--- config.mk ---
export PLATFORM = sky130hd
export DESIGN_NAME = mmio_gpio
export DESIGN_NICKNAME = d
export VERILOG_FILES = /design/src/rtl/mmio_gpio.sv
export SDC_FILE = /design/constraint.sdc
export NUM_CORES = 1
export LEC_CHECK = 0
export BUFFER_PORTS_ARGS = -buffer_cell sky130_fd_sc_hd__buf_2
export CAP_MARGIN = 40
export CORE_UTILIZATION = 62
export CTS_CLUSTER_SIZE = 28
export DETAILED_ROUTE_END_ITERATION = 8
export GPL_TIMING_DRIVEN = 0
export HOLD_SLACK_MARGIN = 0.03
export MAX_ROUTING_LAYER = met4
export PLACE_DENSITY = 0.8
export SETUP_SLACK_MARGIN = 0.02
export SLEW_MARGIN = 15
export SYNTH_ARGS = -nofsm -noshare
export SYNTH_HDL_FRONTEND = slang
export SYNTH_HIERARCHICAL = 1
export SYNTH_SLANG_ARGS = --single-unit
--- constraint.sdc ---
create_clock -name clk -period 2.5 [get_ports clk]
set_input_delay 0.125 -clock clk [delete_from_list [all_inputs] [get_ports clk]]
set_output_delay 0.125 -clock clk [all_outputs]
set_load 0.01 [all_outputs]
--- src/rtl/mmio_gpio.sv ---
// Memory-mapped GPIO: synchronised, debounced switches and buttons, LED register with
// atomic set/clear, sticky button-press flags and a maskable interrupt.

module mmio_gpio_debounce #(
  parameter int WIDTH  = 1,
  parameter int CYCLES = 1
) (
  input  logic             clk,
  input  logic             rst,
  input  logic [WIDTH-1:0] pin,
  output logic [WIDTH-1:0] stable
);
  localparam int CW = $clog2(CYCLES + 1);
  localparam logic [CW-1:0] LAST = CW'(CYCLES - 1);

  logic [WIDTH-1:0] sync1, sync2;
  logic [CW-1:0]    cnt [WIDTH];

  // NOTE: non-blocking assignments keep the synchroniser a true two-stage pipeline;
  // blocking would collapse sync1/sync2 into a single flop.
  always_ff @(posedge clk) begin
    if (rst) begin
      sync1  <= '0;
      sync2  <= '0;
      stable <= '0;
      for (int i = 0; i < WIDTH; i++) cnt[i] <= '0;
    end else begin
      sync1 <= pin;
      sync2 <= sync1;
      for (int i = 0; i < WIDTH; i++) begin
        if (sync2[i] == stable[i]) begin
          cnt[i] <= '0;
        end else if (cnt[i] == LAST) begin
          stable[i] <= sync2[i];
          cnt[i]    <= '0;
        end else begin
          cnt[i] <= cnt[i] + 1'b1;
        end
      end
    end
  end
endmodule

module mmio_gpio #(
  parameter int SW_WIDTH        = 16,
  parameter int BTN_WIDTH       = 5,
  parameter int LED_WIDTH       = 16,
  parameter int DEBOUNCE_CYCLES = 1000000
) (
  input  logic                 clk,
  input  logic                 rst,
  input  logic [31:0]          io_address,
  input  logic [31:0]          io_write_value,
  input  logic                 io_write_en,
  input  logic                 io_read_en,
  output logic [31:0]          io_read_value,
  input  logic [SW_WIDTH-1:0]  sw_in,
  input  logic [BTN_WIDTH-1:0] btn_in,
  output logic [LED_WIDTH-1:0] led_out,
  output logic                 irq
);
  typedef enum logic [2:0] {
    REG_SW      = 3'd0,
    REG_BTN     = 3'd1,
    REG_LED     = 3'd2,
    REG_LED_SET = 3'd3,
    REG_LED_CLR = 3'd4,
    REG_PEND    = 3'd5,
    REG_IE      = 3'd6,
    REG_NONE    = 3'd7
  } reg_sel_e;

  reg_sel_e             sel;
  logic [SW_WIDTH-1:0]  sw_stable;
  logic [BTN_WIDTH-1:0] btn_stable, btn_prev, pend, ie, pend_clr;
  logic [LED_WIDTH-1:0] wdata_led;
  logic [BTN_WIDTH-1:0] wdata_btn;
  logic [31:0]          rdata;
  logic                 unused_bits;

  assign sel         = reg_sel_e'(io_address[4:2]);
  assign wdata_led   = io_write_value[LED_WIDTH-1:0];
  assign wdata_btn   = io_write_value[BTN_WIDTH-1:0];
  assign unused_bits = ^{io_address[31:5], io_address[1:0], io_write_value};

  mmio_gpio_debounce #(.WIDTH(SW_WIDTH), .CYCLES(DEBOUNCE_CYCLES)) u_sw_db (
    .clk(clk), .rst(rst), .pin(sw_in), .stable(sw_stable)
  );

  mmio_gpio_debounce #(.WIDTH(BTN_WIDTH), .CYCLES(DEBOUNCE_CYCLES)) u_btn_db (
    .clk(clk), .rst(rst), .pin(btn_in), .stable(btn_stable)
  );

  assign pend_clr = (io_write_en && sel == REG_PEND) ? wdata_btn : '0;
  assign irq      = |(pend & ie);

  always_comb begin
    rdata = '0;
    case (sel)
      REG_SW:   rdata = 32'(sw_stable);
      REG_BTN:  rdata = 32'(btn_stable);
      REG_LED:  rdata = 32'(led_out);
      REG_PEND: rdata = 32'(pend);
      REG_IE:   rdata = 32'(ie);
      default:  rdata = '0;
    endcase
  end

  always_ff @(posedge clk) begin
    if (rst) begin
      io_read_value <= '0;
      led_out       <= '0;
      pend          <= '0;
      ie            <= '0;
      btn_prev      <= '0;
    end else begin
      btn_prev <= btn_stable;
      // A fresh rising edge is ORed in after the clear, so a simultaneous set wins.
      pend     <= (pend & ~pend_clr) | (btn_stable & ~btn_prev);
      if (io_write_en) begin
        case (sel)
          REG_LED:     led_out <= wdata_led;
          REG_LED_SET: led_out <= led_out | wdata_led;
          REG_LED_CLR: led_out <= led_out & ~wdata_led;
          REG_IE:      ie      <= wdata_btn;
          default:     ;
        endcase
      end
      if (io_read_en) io_read_value <= rdata;
    end
  end
endmodule

Word level (Yosys, flattened, before mapping). Memory sizes are Yosys's and may differ from the RTL's. Cells that the tools add are included.

Register bits after elaboration: 126. Memories kept: 2. Word-level logic and storage cells: 520. Input bits: 89. Output and inout bits: 49. Bits in writable memories: 420.

Add/subtract/negate cells: 21. Reduce and logical (&&, ||, !) cells: 27. Bitwise operators: 93. Multiplexer cells: 299. Equal/unequal tests: 48.

Memory list: u_sw_db.cnt (words 16, bits a word 20, read ports 16, clocked after memory_dff 0, write ports 16, RTL line 17) `logic [CW-1:0] cnt [WIDTH];`; u_btn_db.cnt (words 5, bits a word 20, read ports 5, clocked after memory_dff 0, write ports 5, RTL line 17).

Operator list (number): 2-to-1 mux 20 bit (63); adder 20 x 1 -> 20 bit (second input constant) (21); equality test 20 bit (second input constant) (21); 2-to-1 mux 1 bit (233); one-hot mux 16 bit (5 select lines) (1); OR 1 bit (63); one-hot mux 16 bit (3 select lines) (1); AND reduction 2 bit (23); equality test 1 bit (21); inverter 1 bit (21); AND 16 bit (1); inverter 16 bit (1); OR 16 bit (1); AND 5 bit (3); inverter 5 bit (2); equality test 3 bit (second input constant) (3); equality test 3 x 2 -> 1 bit (second input constant) (2); 2-to-1 mux 5 bit (1); OR 5 bit (1); OR reduction 5 bit (1); equality test 3 x 1 -> 1 bit (second input constant) (1); logical NOT 3 bit (1); nonzero test 3 bit (1); logical AND 1 bit (1).

Depth between registers and ports, before layout. Gate-level depths: netlist (run 1). An unclocked memory read counts as a cell.

Word-level depth: 8. Mapped depth: 7.

Hierarchy. The synthesis (run 1) kept the hierarchy.

Modules (own cells, without submodules): mmio_gpio_debounce at u_sw_db (cells each 1851, times used 1, sequential area each 10570.1 um^2, area an instance 19299.8 um^2); mmio_gpio_debounce at u_btn_db (cells each 574, times used 1, sequential area each 3303.2 um^2, area an instance 6027.0 um^2); mmio_gpio (cells each 241, times used 1, sequential area each 940.9 um^2, area an instance 2245.9 um^2).

Worst setup path after synthesis (run 1). OpenSTA, ideal clock, no wires.

Path kind: register -> register. Start: mem u_btn_db/cnt[4][12] (netlist name). End: mem u_btn_db/cnt[4][11] (netlist name), data pin. Clock period less this slack: 2191 ps. Stages on the path, launching flop included: 6. Buffers on the path: 1. Library setup time: 254 ps. Slack: 309 ps. Arrival: 1936 ps. Cells stage by stage: edfxtp_1 -> or4b_1 -> or4_4 -> o21ai_4 -> buf_6 -> nor2_1.

RTL lines (RTL line): from (decl) (17).

==> results of run 1 <==
layout by cell type (no fill, tap or decap), types with 21 or more instances in the layout:
cell and n:
dfxtp_1 110, xor2_1 109, buf_2 88, clkbuf_1 83, edfxtp_1 420, and4_1 25, nor2_1 351, xnor2_1 174
nand4_1 92, nor3_1 62, dlygate4sd3_1 38, nor2b_1 70, nand2_1 136, o21ai_0 80, ha_1 21, a21oi_1 149
nor4_1 54, conb_1 436, clkbuf_16 56, and3_1 33, or4_1 59, or3_1 88, nand3_1 145, inv_1 92
o31ai_1 50, nor4b_1 23, buf_4 25
critical path: stages, from the launching register on:
cell and delay (ns):
edfxtp_1 0.47, or4b_1 0.55, or4_4 0.56, o21ai_4 0.29, buf_6 0.19, nor2_1 0.05
registers in the layout, summed over array words and instances (netlist names):
register,cells
ie,5
u_btn_db/cnt,100
u_btn_db/stable,5
pend,5
u_sw_db/cnt,320
io_read_value,16
u_btn_db/sync1,5
led_out,16
btn_prev,5
u_btn_db/sync2,5
u_sw_db/sync2,16
u_sw_db/stable,16
u_sw_db/sync1,16
where the power goes:
group | switching [mW] | internal (mW) | total [mW]
registers | 0.347 | 9.85 | 10.2
logic | 0.607 | 0.409 | 1.02
clock network | 3.42 | 4.62 | 8.04
total | 4.37 | 14.9 | 19.3
synth_stat cells, types with 5 or more instances:
| cell | count | area [um2] |
|---|---|---|
| xor2_1 | 109 | 955 |
| nor4bb_1 | 6 | 60.1 |
| or4b_2 | 5 | 50.1 |
| nor3_1 | 62 | 310 |
| o21ai_0 | 80 | 400 |
| nor2_1 | 351 | 1320 |
| nand2b_1 | 8 | 50.1 |
| buf_2 | 13 | 65.1 |
| o31ai_1 | 50 | 375 |
| or4_1 | 59 | 443 |
| nor4b_1 | 23 | 201 |
| a32o_1 | 16 | 160 |
| nand2_1 | 136 | 510 |
| buf_4 | 19 | 143 |
| mux2_2 | 11 | 124 |
| ha_1 | 21 | 263 |
| nor4_1 | 54 | 338 |
| and4_1 | 25 | 219 |
| o21ai_1 | 22 | 110 |
| a31o_2 | 5 | 43.8 |
| nand3_1 | 145 | 726 |
| nand4b_1 | 13 | 114 |
| xnor2_1 | 174 | 1520 |
| mux2i_1 | 12 | 120 |
| nand4_1 | 92 | 576 |
| and3_1 | 33 | 206 |
| nor2b_1 | 70 | 438 |
| nor3b_1 | 12 | 90.1 |
| edfxtp_1 | 420 | 12600 |
| or2_2 | 11 | 68.8 |
| clkbuf_1 | 76 | 285 |
| a21oi_1 | 149 | 746 |
| dfxtp_1 | 110 | 2200 |
| or3_1 | 88 | 551 |
| o21a_1 | 5 | 37.5 |
| and2_1 | 18 | 113 |
| inv_1 | 92 | 345 |
| or4b_1 | 15 | 150 |
cell type report:
class | count | area, um2
flip-flops and latches | 530 | 14800
multi-input cells | 2361 | 13600
fillers | 3044 | 10800
clock buffers | 74 | 1530
repair buffers | 126 | 887
well taps | 585 | 732
plain buffers | 114 | 551
inverters | 93 | 349
clock inverters | 30 | 245
diodes | 4 | 10.0
logic make-up after synthesis:
| family | Yosys count | synth area share, % |
|---|---|---|
| compound gates | 356 | 7.87 |
| xor+xnor | 283 | 8.99 |
| fa+ha+maj | 21 | 0.953 |
| buf+inv | 208 | 3.26 |
| flops | 530 | 53.7 |
| mux | 23 | 0.885 |
| other cells | 3 | 0.0408 |
| simple gates | 1242 | 24.3 |
path summary, 6_finish.rpt:
path / start / end / slack (ns) / depth (start not counted)
min: rst / btn_prev[0] / 0.07 / 3
min reg2reg: u_sw_db/sync1[9] / u_sw_db/sync2[9] / 0.44 / 1
max reg2reg: u_btn_db/cnt[4][7] / u_btn_db/cnt[4][14] / 0.13 / 5
max: u_btn_db/cnt[4][7] / u_btn_db/cnt[4][14] / 0.13 / 5
routing by layer:
| metal | vias to the layer above | GRT usage (%) | wire [um] |
|---|---|---|---|
| li1 | 10640 | - | - |
| met1 | 10293 | 33.1 | 25200 |
| met2 | 614 | 46.1 | 29400 |
| met3 | 140 | 4.88 | 3750 |
| met4 | 0 | 9.38 | 1950 |
| met5 | - | - | 0 |
through the flow:
stage           TNS, ns  std cells  area (um2)
2_1_floorplan         0       3099       29200
3_3_place_gp     -0.295       3759       30300
3_5_place_dp     -0.954       3765       30400
4_1_cts               0       3907       32600
5_1_grt        -0.00467       3917       32700
6_report              0       3917       32700
repair_timing:
| item | CTS | global route |
|---|---|---|
| setup buffers | 0 | 6 |
| resized for setup | 7 | 14 |
| pin swaps | 0 | 3 |
| setup endpoints to repair | 47 | 104 |
| hold endpoints to repair | 53 | 0 |
| hold buffers | 38 | 0 |
==> results by group, run 1 <==
Run
  – Max Cap Viol: 0

Global route
  – Initial antenna violation count: 5
  – GRT Total Usage: 27.3%
  – Vias in the first global route: 20,409
  – Total grt overflow: 0
  – First-pass GRT wire length: 97,000 um
  – Pin count of the biggest net entering global routing: 15

Min path
  – Hold WC Path Type: input port to flop

Timing
  – Worst-Margin Slew: 0.803 ns
  – F_max: 422 MHz
  – Final setup violation count: 0
  – Max Clock Skew: 0.0145 ns
  – Fin crit share: 94.9%
  – Final hold slack: 0.0743 ns
  – Max-slew headroom: 46.5%
  – RSZ-0062 raised after global routing: true
  – Final Max Slew Viols: 0
  – Period minus WS final: 2.37 ns
  – Setup WS post-layout: 0.128 ns
  – Hold Violations, Final: 0

Power and ir drop
  – Peak VDD IR: 0.572 mV
  – Total power: 19.3 mW
  – PwrDens: 589 nW/um2
  – Cell leakage power: 11.4 nW

Run status
  – Status: complete, no violations

Drt
  – Via-to-Cell Ratio: 5.54
  – Final ANT Viol Nets: 0
  – Drt total wl: 60,300 um
  – Wire per inst: 15.4 um
  – DRC viols: 0
  – Drt first pass iters: 6
  – Starting DRT DRC Count: 1,850
  – Vias: 21,687

Die
  – Core ar.: 43,500 um2
  – Ports: 138
  – Initial Util: 63.4%
  – Die Y: 213 um
  – Die area: 45,300 um2
  – Die Span X: 213 um
  – Num rows: 76

Synthesis
  – Synthesized area per cell: 10.3 um2
  – Asr flop ratio synth: 0%
  – Synth Register Bits: 530
  – Post-synthesis cell type count: 66
  – Synth Flop Type: edfxtp_1
  – Post-Syn Instances: 2,666
  – Synthesized area: 27,600 um2
  – Yosys warns: 6
  – EDFF count, synth: 420
  – Register area share after synthesis: 53.7%

Setup path
  – Crit path arrival time: 2.73 ns
  – Crit Path Max Fanout: 10
  – Critical path type: flop to flop
  – Worst endpoint required time: 2.85 ns
  – CP Capture Type: flop
  – Critical path launch point type: flop

Place
  – Final Wtd Congestion: 0.905
  – Pre-CTS setup slack: -0.0962 ns
  – Dpl hpwl: 42,600 um
  – Buffers on Ports: 75

Layout
  – Nets: 3,391
  – Area delta synth->final: 18.5%
  – Share of cells above drive strength 1: 8.35%
  – Final Core Density: 75.2%

Clocking
  – CTS H-tree depth: 2
  – Longest Clk Path Bufs: 3
  – TritonCTS Buffers: 55
  – Clk pin slew, worst setup/hold paths: 0.06 ns
  – Clock Latency Late Sink: 0.62 ns
  – TritonCTS Sinks: 530
  – CTS tree: built
  – Root buf cell: clkbuf_16
(Power assumes the default switching activity.)
==> inputs of run 2 (changes only) <==
--- a/config.mk
+++ b/config.mk
@@ -7,13 +7,14 @@
 export LEC_CHECK = 0
 export BUFFER_PORTS_ARGS = -buffer_cell sky130_fd_sc_hd__buf_2
 export CAP_MARGIN = 40
-export CORE_UTILIZATION = 62
+export CORE_UTILIZATION = 67
+export CTS_BUF_LIST = sky130_fd_sc_hd__clkbuf_8 sky130_fd_sc_hd__clkbuf_16
 export CTS_CLUSTER_SIZE = 28
 export DETAILED_ROUTE_END_ITERATION = 8
 export GPL_TIMING_DRIVEN = 0
 export HOLD_SLACK_MARGIN = 0.03
 export MAX_ROUTING_LAYER = met4
-export PLACE_DENSITY = 0.8
+export PLACE_DENSITY = 0.86
 export SETUP_SLACK_MARGIN = 0.02
 export SLEW_MARGIN = 15
 export SYNTH_ARGS = -nofsm -noshare
==> constraint.sdc (replaced) <==
create_clock -name clk -period 2.8 [get_ports clk]
set_input_delay 0.14 -clock clk [delete_from_list [all_inputs] [get_ports clk]]
set_output_delay 0.14 -clock clk [all_outputs]
set_load 0.01 [all_outputs]
==> run 2 against run 1 <==
Setup slack better by 0.052 ns. First-iteration DRC count grew 8.3%. Routed wire length rose by 4.9%. Critical path type unchanged. Final area shrank 0.37%. Highest routed layer unchanged. Critical endpoint is now u_btn_db/cnt[1][13].
==> results by group, run 2 (synthesis results as in run 1) <==
Place
  – Dpl hpwl: 43,600 um
  – Post-DP Area: 30,300 um2
  – Final Wtd Congestion: 0.953
  – Buffers on Ports: 75

Timing
  – Hold Violations, Final: 0
  – Worst-Margin Slew: 0.816 ns
  – Max-slew headroom: 45.2%
  – Final hold slack: 0.0542 ns
  – F_max: 382 MHz
  – Fin crit share: 93.6%
  – Setup TNS Final: 0 ns
  – RSZ-0062 raised after global routing: false
  – Max Clock Skew: 0.0152 ns
  – Period minus WS final: 2.62 ns
  – Final setup violation count: 0
  – Final Max Slew Viols: 0

Die
  – Core ar.: 40,200 um2
  – Die Span X: 205 um
  – Die Y: 205 um
  – Num rows: 73
  – Initial Util: 68.6%
  – Ports: 138
  – Die area: 42,000 um2

Layout
  – Final Cell Area: 32,600 um2
  – Final Core Density: 81.0%
  – Share of cells above drive strength 1: 8.10%
  – Area delta synth->final: 18.1%
  – Fillers: 2,428
  – Most frequent cells in the layout: conb_1, edfxtp_1, nor2_1
  – Largest registers: u_sw_db/cnt x320, u_btn_db/cnt x100
  – Reg with most FFs: u_sw_db/cnt
  – Largest register FFs: 320
  – Nets: 3,386
  – Commonest non-fill, non-tap cell in the layout: conb_1

Min path
  – Hold endpoint: btn_prev[0]
  – Hold WC Path Type: input port to flop
  – Worst Hold Depth: 3
  – Hold path startpoint: rst

Setup path
  – R2R Path End: u_btn_db/cnt[1][13]
  – Crit Path Max Fanout: 10
  – Critical path launch point type: flop
  – Crit path arrival time: 2.95 ns
  – CP Cell Sequence: ha_1, clkbuf_1, nand2_1, o21ai_1, clkbuf_1, nor2_1
  – Worst reg-to-reg path cell count: 6
  – Reg2reg start: u_btn_db/cnt[1][0]
  – Critical path type: flop to flop
  – Crit path largest cell delay: 0.62 ns
  – R2R setup slack: 0.18 ns
  – Crit-path slowest cell: o21ai_1
  – CP Capture Type: flop
  – Crit-path most repeated cell: clkbuf_1
  – Worst endpoint required time: 3.13 ns

Power and ir drop
  – Peak VDD IR: 0.514 mV
  – Cell leakage power: 11.4 nW
  – Total power: 17.3 mW
  – PwrDens: 530 nW/um2

Clocking
  – CTS tree: built
  – Post-CTS setup buffer count: 0
  – Clock Latency Late Sink: 0.60 ns
  – Root buf cell: clkbuf_16
  – CTS H-tree depth: 2
  – TritonCTS Sinks: 530
  – TritonCTS Buffers: 55
  – Clk pin slew, worst setup/hold paths: 0.06 ns
  – Longest Clk Path Bufs: 3

Global route
  – First-pass GRT wire length: 103,000 um
  – Pin count of the biggest net entering global routing: 15
  – Total grt overflow: 0
  – Initial antenna violation count: 4
  – GRT Total Usage: 31.3%
  – Vias in the first global route: 21,837

Drt
  – Drt first pass iters: 6
  – Drt total wl: 63,300 um
  – Via-to-Cell Ratio: 5.77
  – Starting DRT DRC Count: 2,003
  – Vias: 22,232
  – DRC viols: 0
  – Wire per inst: 16.4 um
  – Final ANT Viol Nets: 0

Run
  – Max Cap Viol: 0

Run status
  – Status: complete, no violations
run 2: changes by cell type in the layout (fill, tap and decap cells not counted), moves of 4 or more:
cell       change
inv_1          +8
clkbuf_1       -7
buf_4          -6
clkbuf_8       +6
o21ai_1        +6
clkinv_2       +5
clkbuf_16      +4
clkinv_1       -4
inv_6          -4
run 2: layout make-up:
type                            instances  area, um2  area share, %
Tap cell                              525        657           2.02
Clock buffer                           72       1670           5.12
Timing Repair Buffer                  120        846           2.60
Antenna cell                            6       15.0         0.0461
Multi-Input combinational cell       2361      13500           41.5
Inverter                               93        349           1.07
Buffer                                115        551           1.69
Sequential cell                       530      14800           45.5
Clock inverter                         31        156          0.480
run 2: metrics by stage:
| step | worst slack (ns) | std cells |
|---|---|---|
| 2_1_floorplan | 0.609 | 3099 |
| 3_3_place_gp | 0.277 | 3699 |
| 3_5_place_dp | 0.175 | 3705 |
| 4_1_cts | 0.151 | 3846 |
| 5_1_grt | 0.0330 | 3851 |
| 6_report | 0.180 | 3853 |
run 2: worst max path at each step:
stage	end	startpoint	slack [ns]
2_1_floorplan	u_btn_db/cnt[4][11]	u_btn_db/cnt[4][12]	0.61
3_3_place_gp	u_sw_db/cnt[1][74]	u_sw_db/cnt[1][60]	0.28
3_5_place_dp	u_sw_db/cnt[1][108]	u_sw_db/cnt[1][111]	0.17
4_1_cts	u_sw_db/cnt[1][68]	u_sw_db/cnt[1][60]	0.15
5_1_grt	u_btn_db/cnt[1][5]	u_btn_db/cnt[1][0]	0.03
6_report	u_btn_db/cnt[1][13]	u_btn_db/cnt[1][0]	0.18
run 2: timing repair:
item	in CTS	in global routing
gates resized for setup	0	5
hold buffers	38	0
hold endpoints to repair	52	0
setup endpoints to repair	0	34
run 2: power breakdown:
group          internal (mW)  total, mW  switching [mW]
Sequential              8.80       9.11           0.317
Combinational          0.363      0.918           0.555
Clock                   4.17       7.23            3.05
Total                   13.3       17.3            3.92
run 2: routing by layer:
layer  GRT usage, %  routed length (um)
met1           36.3               25100
met2           53.7               31900
met3           4.80                3960
met4           13.4                2320
met5              -                   0
run 2: critical path, delay by kind of cell, from the launching register on:
family | cells | cell delay, ns
flip-flops | 1 | 0.37
adder cells (fa/ha/maj) | 1 | 0.16
AND/OR/NAND/NOR | 2 | 0.40
buffers and inverters | 2 | 0.79
AO/OA/AOI/OAI | 1 | 0.62
==> inputs of run 3 (changes only) <==
--- a/config.mk
+++ b/config.mk
@@ -14,7 +14,7 @@
 export GPL_TIMING_DRIVEN = 0
 export HOLD_SLACK_MARGIN = 0.03
 export MAX_ROUTING_LAYER = met4
-export PLACE_DENSITY = 0.86
+export PLACE_DENSITY = 0.95
 export SETUP_SLACK_MARGIN = 0.02
 export SLEW_MARGIN = 15
 export SYNTH_ARGS = -nofsm -noshare
==> run 3 against run 2 <==
Critical path depth decreased by 1. Sequential share of layout area rose by 0.14 points. Global-route usage up 2.6 points. Via count is 4.2% higher. Combinational power rose by 2.9%. Worst hold slack improved by 0.018 ns. Power down 1.2%. Final cell count about the same. Setup slack got worse by 0.10 ns. Clock-buffer cell count is 5 lower. Largest power group unchanged.
==> results by group, run 3 (synthesis results as in run 1) <==
Layout
  – Final Core Density: 80.8%
  – Final Cell Area: 32,500 um2
  – Largest register FFs: 320
  – Area delta synth->final: 17.7%
  – Largest registers: u_sw_db/cnt x320, u_btn_db/cnt x100
  – Share of cells above drive strength 1: 7.71%
  – Non-Filler Instances: 3,852
  – Commonest non-fill, non-tap cell in the layout: conb_1
  – Nets: 3,384
  – Reg with most FFs: u_sw_db/cnt
  – Most frequent cells in the layout: conb_1, edfxtp_1, nor2_1

Die
  – Core ar.: 40,200 um2
  – Ports: 138
  – Initial Util: 68.6%
  – Die Y: 205 um
  – Die area: 42,000 um2
  – Die Span X: 205 um
  – Num rows: 73

Timing
  – Fin crit share: 97.3%
  – Worst-Margin Slew: 0.808 ns
  – Max Clock Skew: 0.0194 ns
  – Final setup violation count: 0
  – Final hold slack: 0.0726 ns
  – Period minus WS final: 2.72 ns
  – Hold Violations, Final: 0
  – Max-slew headroom: 45.8%
  – RSZ-0062 raised after global routing: false
  – Final Max Slew Viols: 0
  – F_max: 367 MHz
  – Setup TNS Final: 0 ns

Drt
  – DRC viols: 0
  – Drt first pass iters: 6
  – Wire per inst: 17.9 um
  – Starting DRT DRC Count: 2,724
  – Via-to-Cell Ratio: 6.01
  – Final ANT Viol Nets: 0
  – Vias: 23,168
  – Drt total wl: 69,000 um

Min path
  – Worst Hold Depth: 4
  – Hold WC Path Type: input port to flop

Global route
  – GRT Total Usage: 33.9%
  – Pin count of the biggest net entering global routing: 15
  – Initial antenna violation count: 7
  – Vias in the first global route: 22,950
  – First-pass GRT wire length: 111,000 um
  – Total grt overflow: 0

Place
  – Dpl hpwl: 45,900 um
  – Buffers on Ports: 75
  – Post-DP Area: 30,300 um2
  – Placed cells: 3,705
  – Final Wtd Congestion: 0.938

Power and ir drop
  – Peak VDD IR: 0.457 mV
  – PwrDens: 525 nW/um2
  – Cell leakage power: 11.4 nW

Clocking
  – CTS H-tree depth: 2
  – Root buf cell: clkbuf_16
  – Longest Clk Path Bufs: 3
  – TritonCTS Sinks: 530
  – TritonCTS Buffers: 54
  – Clock Latency Late Sink: 0.62 ns
  – Post-CTS setup buffer count: 0
  – Clk pin slew, worst setup/hold paths: 0.06 ns
  – CTS tree: built

Setup path
  – Crit path arrival time: 3.07 ns
  – CP Capture Type: flop
  – Critical path type: flop to flop
  – Worst reg-to-reg path cell count: 5
  – Worst endpoint required time: 3.14 ns
  – Critical path launch point type: flop
  – Crit Path Max Fanout: 10

Run
  – Max Cap Viol: 0

Run status
  – Status: complete, no violations
==> run 3: changes by cell type in the layout (fill, tap and decap cells not counted), sizes merged <==
cell         previous run  this run
clkinvlp                1         0
diode                   6         7
dlygate4sd3            38        37
clkbuf                149       144
inv                   102       119
clkinv                 21         9
==> run 3: through the flow <==
stage	power, mW	worst slack, ns
CTS	17.0	0.137
detailed placement	10.1	0.162
finish	17.0	0.0761
floorplan	9.78	0.609
global placement	10.0	0.326
global route	17.5	0.0516
==> run 3: path summary, 6_finish.rpt <==
check                           slack (ns)          startpoint                end
worst max-delay path                  0.08  u_sw_db/cnt[1][13]  u_sw_db/cnt[1][7]
worst min-delay path                  0.07          io_read_en   io_read_value[7]
worst max register to register        0.08  u_sw_db/cnt[1][13]  u_sw_db/cnt[1][7]
worst min register to register        0.44   u_sw_db/sync1[11]  u_sw_db/sync2[11]
==> run 3: timing repair <==
item,4_1_cts,5_1_grt
endpoints found under the hold margin,47,0
setup endpoints to repair,0,50
hold buffers,37,0
gates resized for setup,0,7
==> run 3: final cells by class <==
cell class	instances	area, um2
Timing Repair Buffer	119	825
Inverter	93	349
Fill cell	2115	7730
Buffer	115	551
Sequential cell	530	14800
Clock buffer	67	1550
Antenna cell	7	17.5
Tap cell	525	657
Multi-Input combinational cell	2361	13500
Clock inverter	35	170
==> run 3: power breakdown <==
group | internal, mW | switching [mW] | leakage, nW
combinational | 0.361 | 0.583 | 5.22
sequential | 8.80 | 0.330 | 5.23
clock | 3.91 | 3.06 | 0.943
==> run 3: worst max-delay path, stage by stage, from the launching register on <==
cell and delay [ns]:
edfxtp_1 0.48, nor4_1 0.40, nand4b_1 0.27, o21ai_1 0.71
clkbuf_1 0.47, nor2_1 0.12
==> run 3: per-layer routing <==
| metal | global-route usage, % | vias to the layer above | wire, um | share of wire, % |
|---|---|---|---|---|
| met2 | 57.8 | 1215 | 34500 | 50 |
| met3 | 7.64 | 261 | 5920 | 8.6 |
| met1 | 37.4 | 11075 | 25400 | 37 |
| met5 | - | - | 0 | 0 |
| li1 | - | 10617 | - | - |
| met4 | 16.1 | 0 | 3310 | 4.8 |
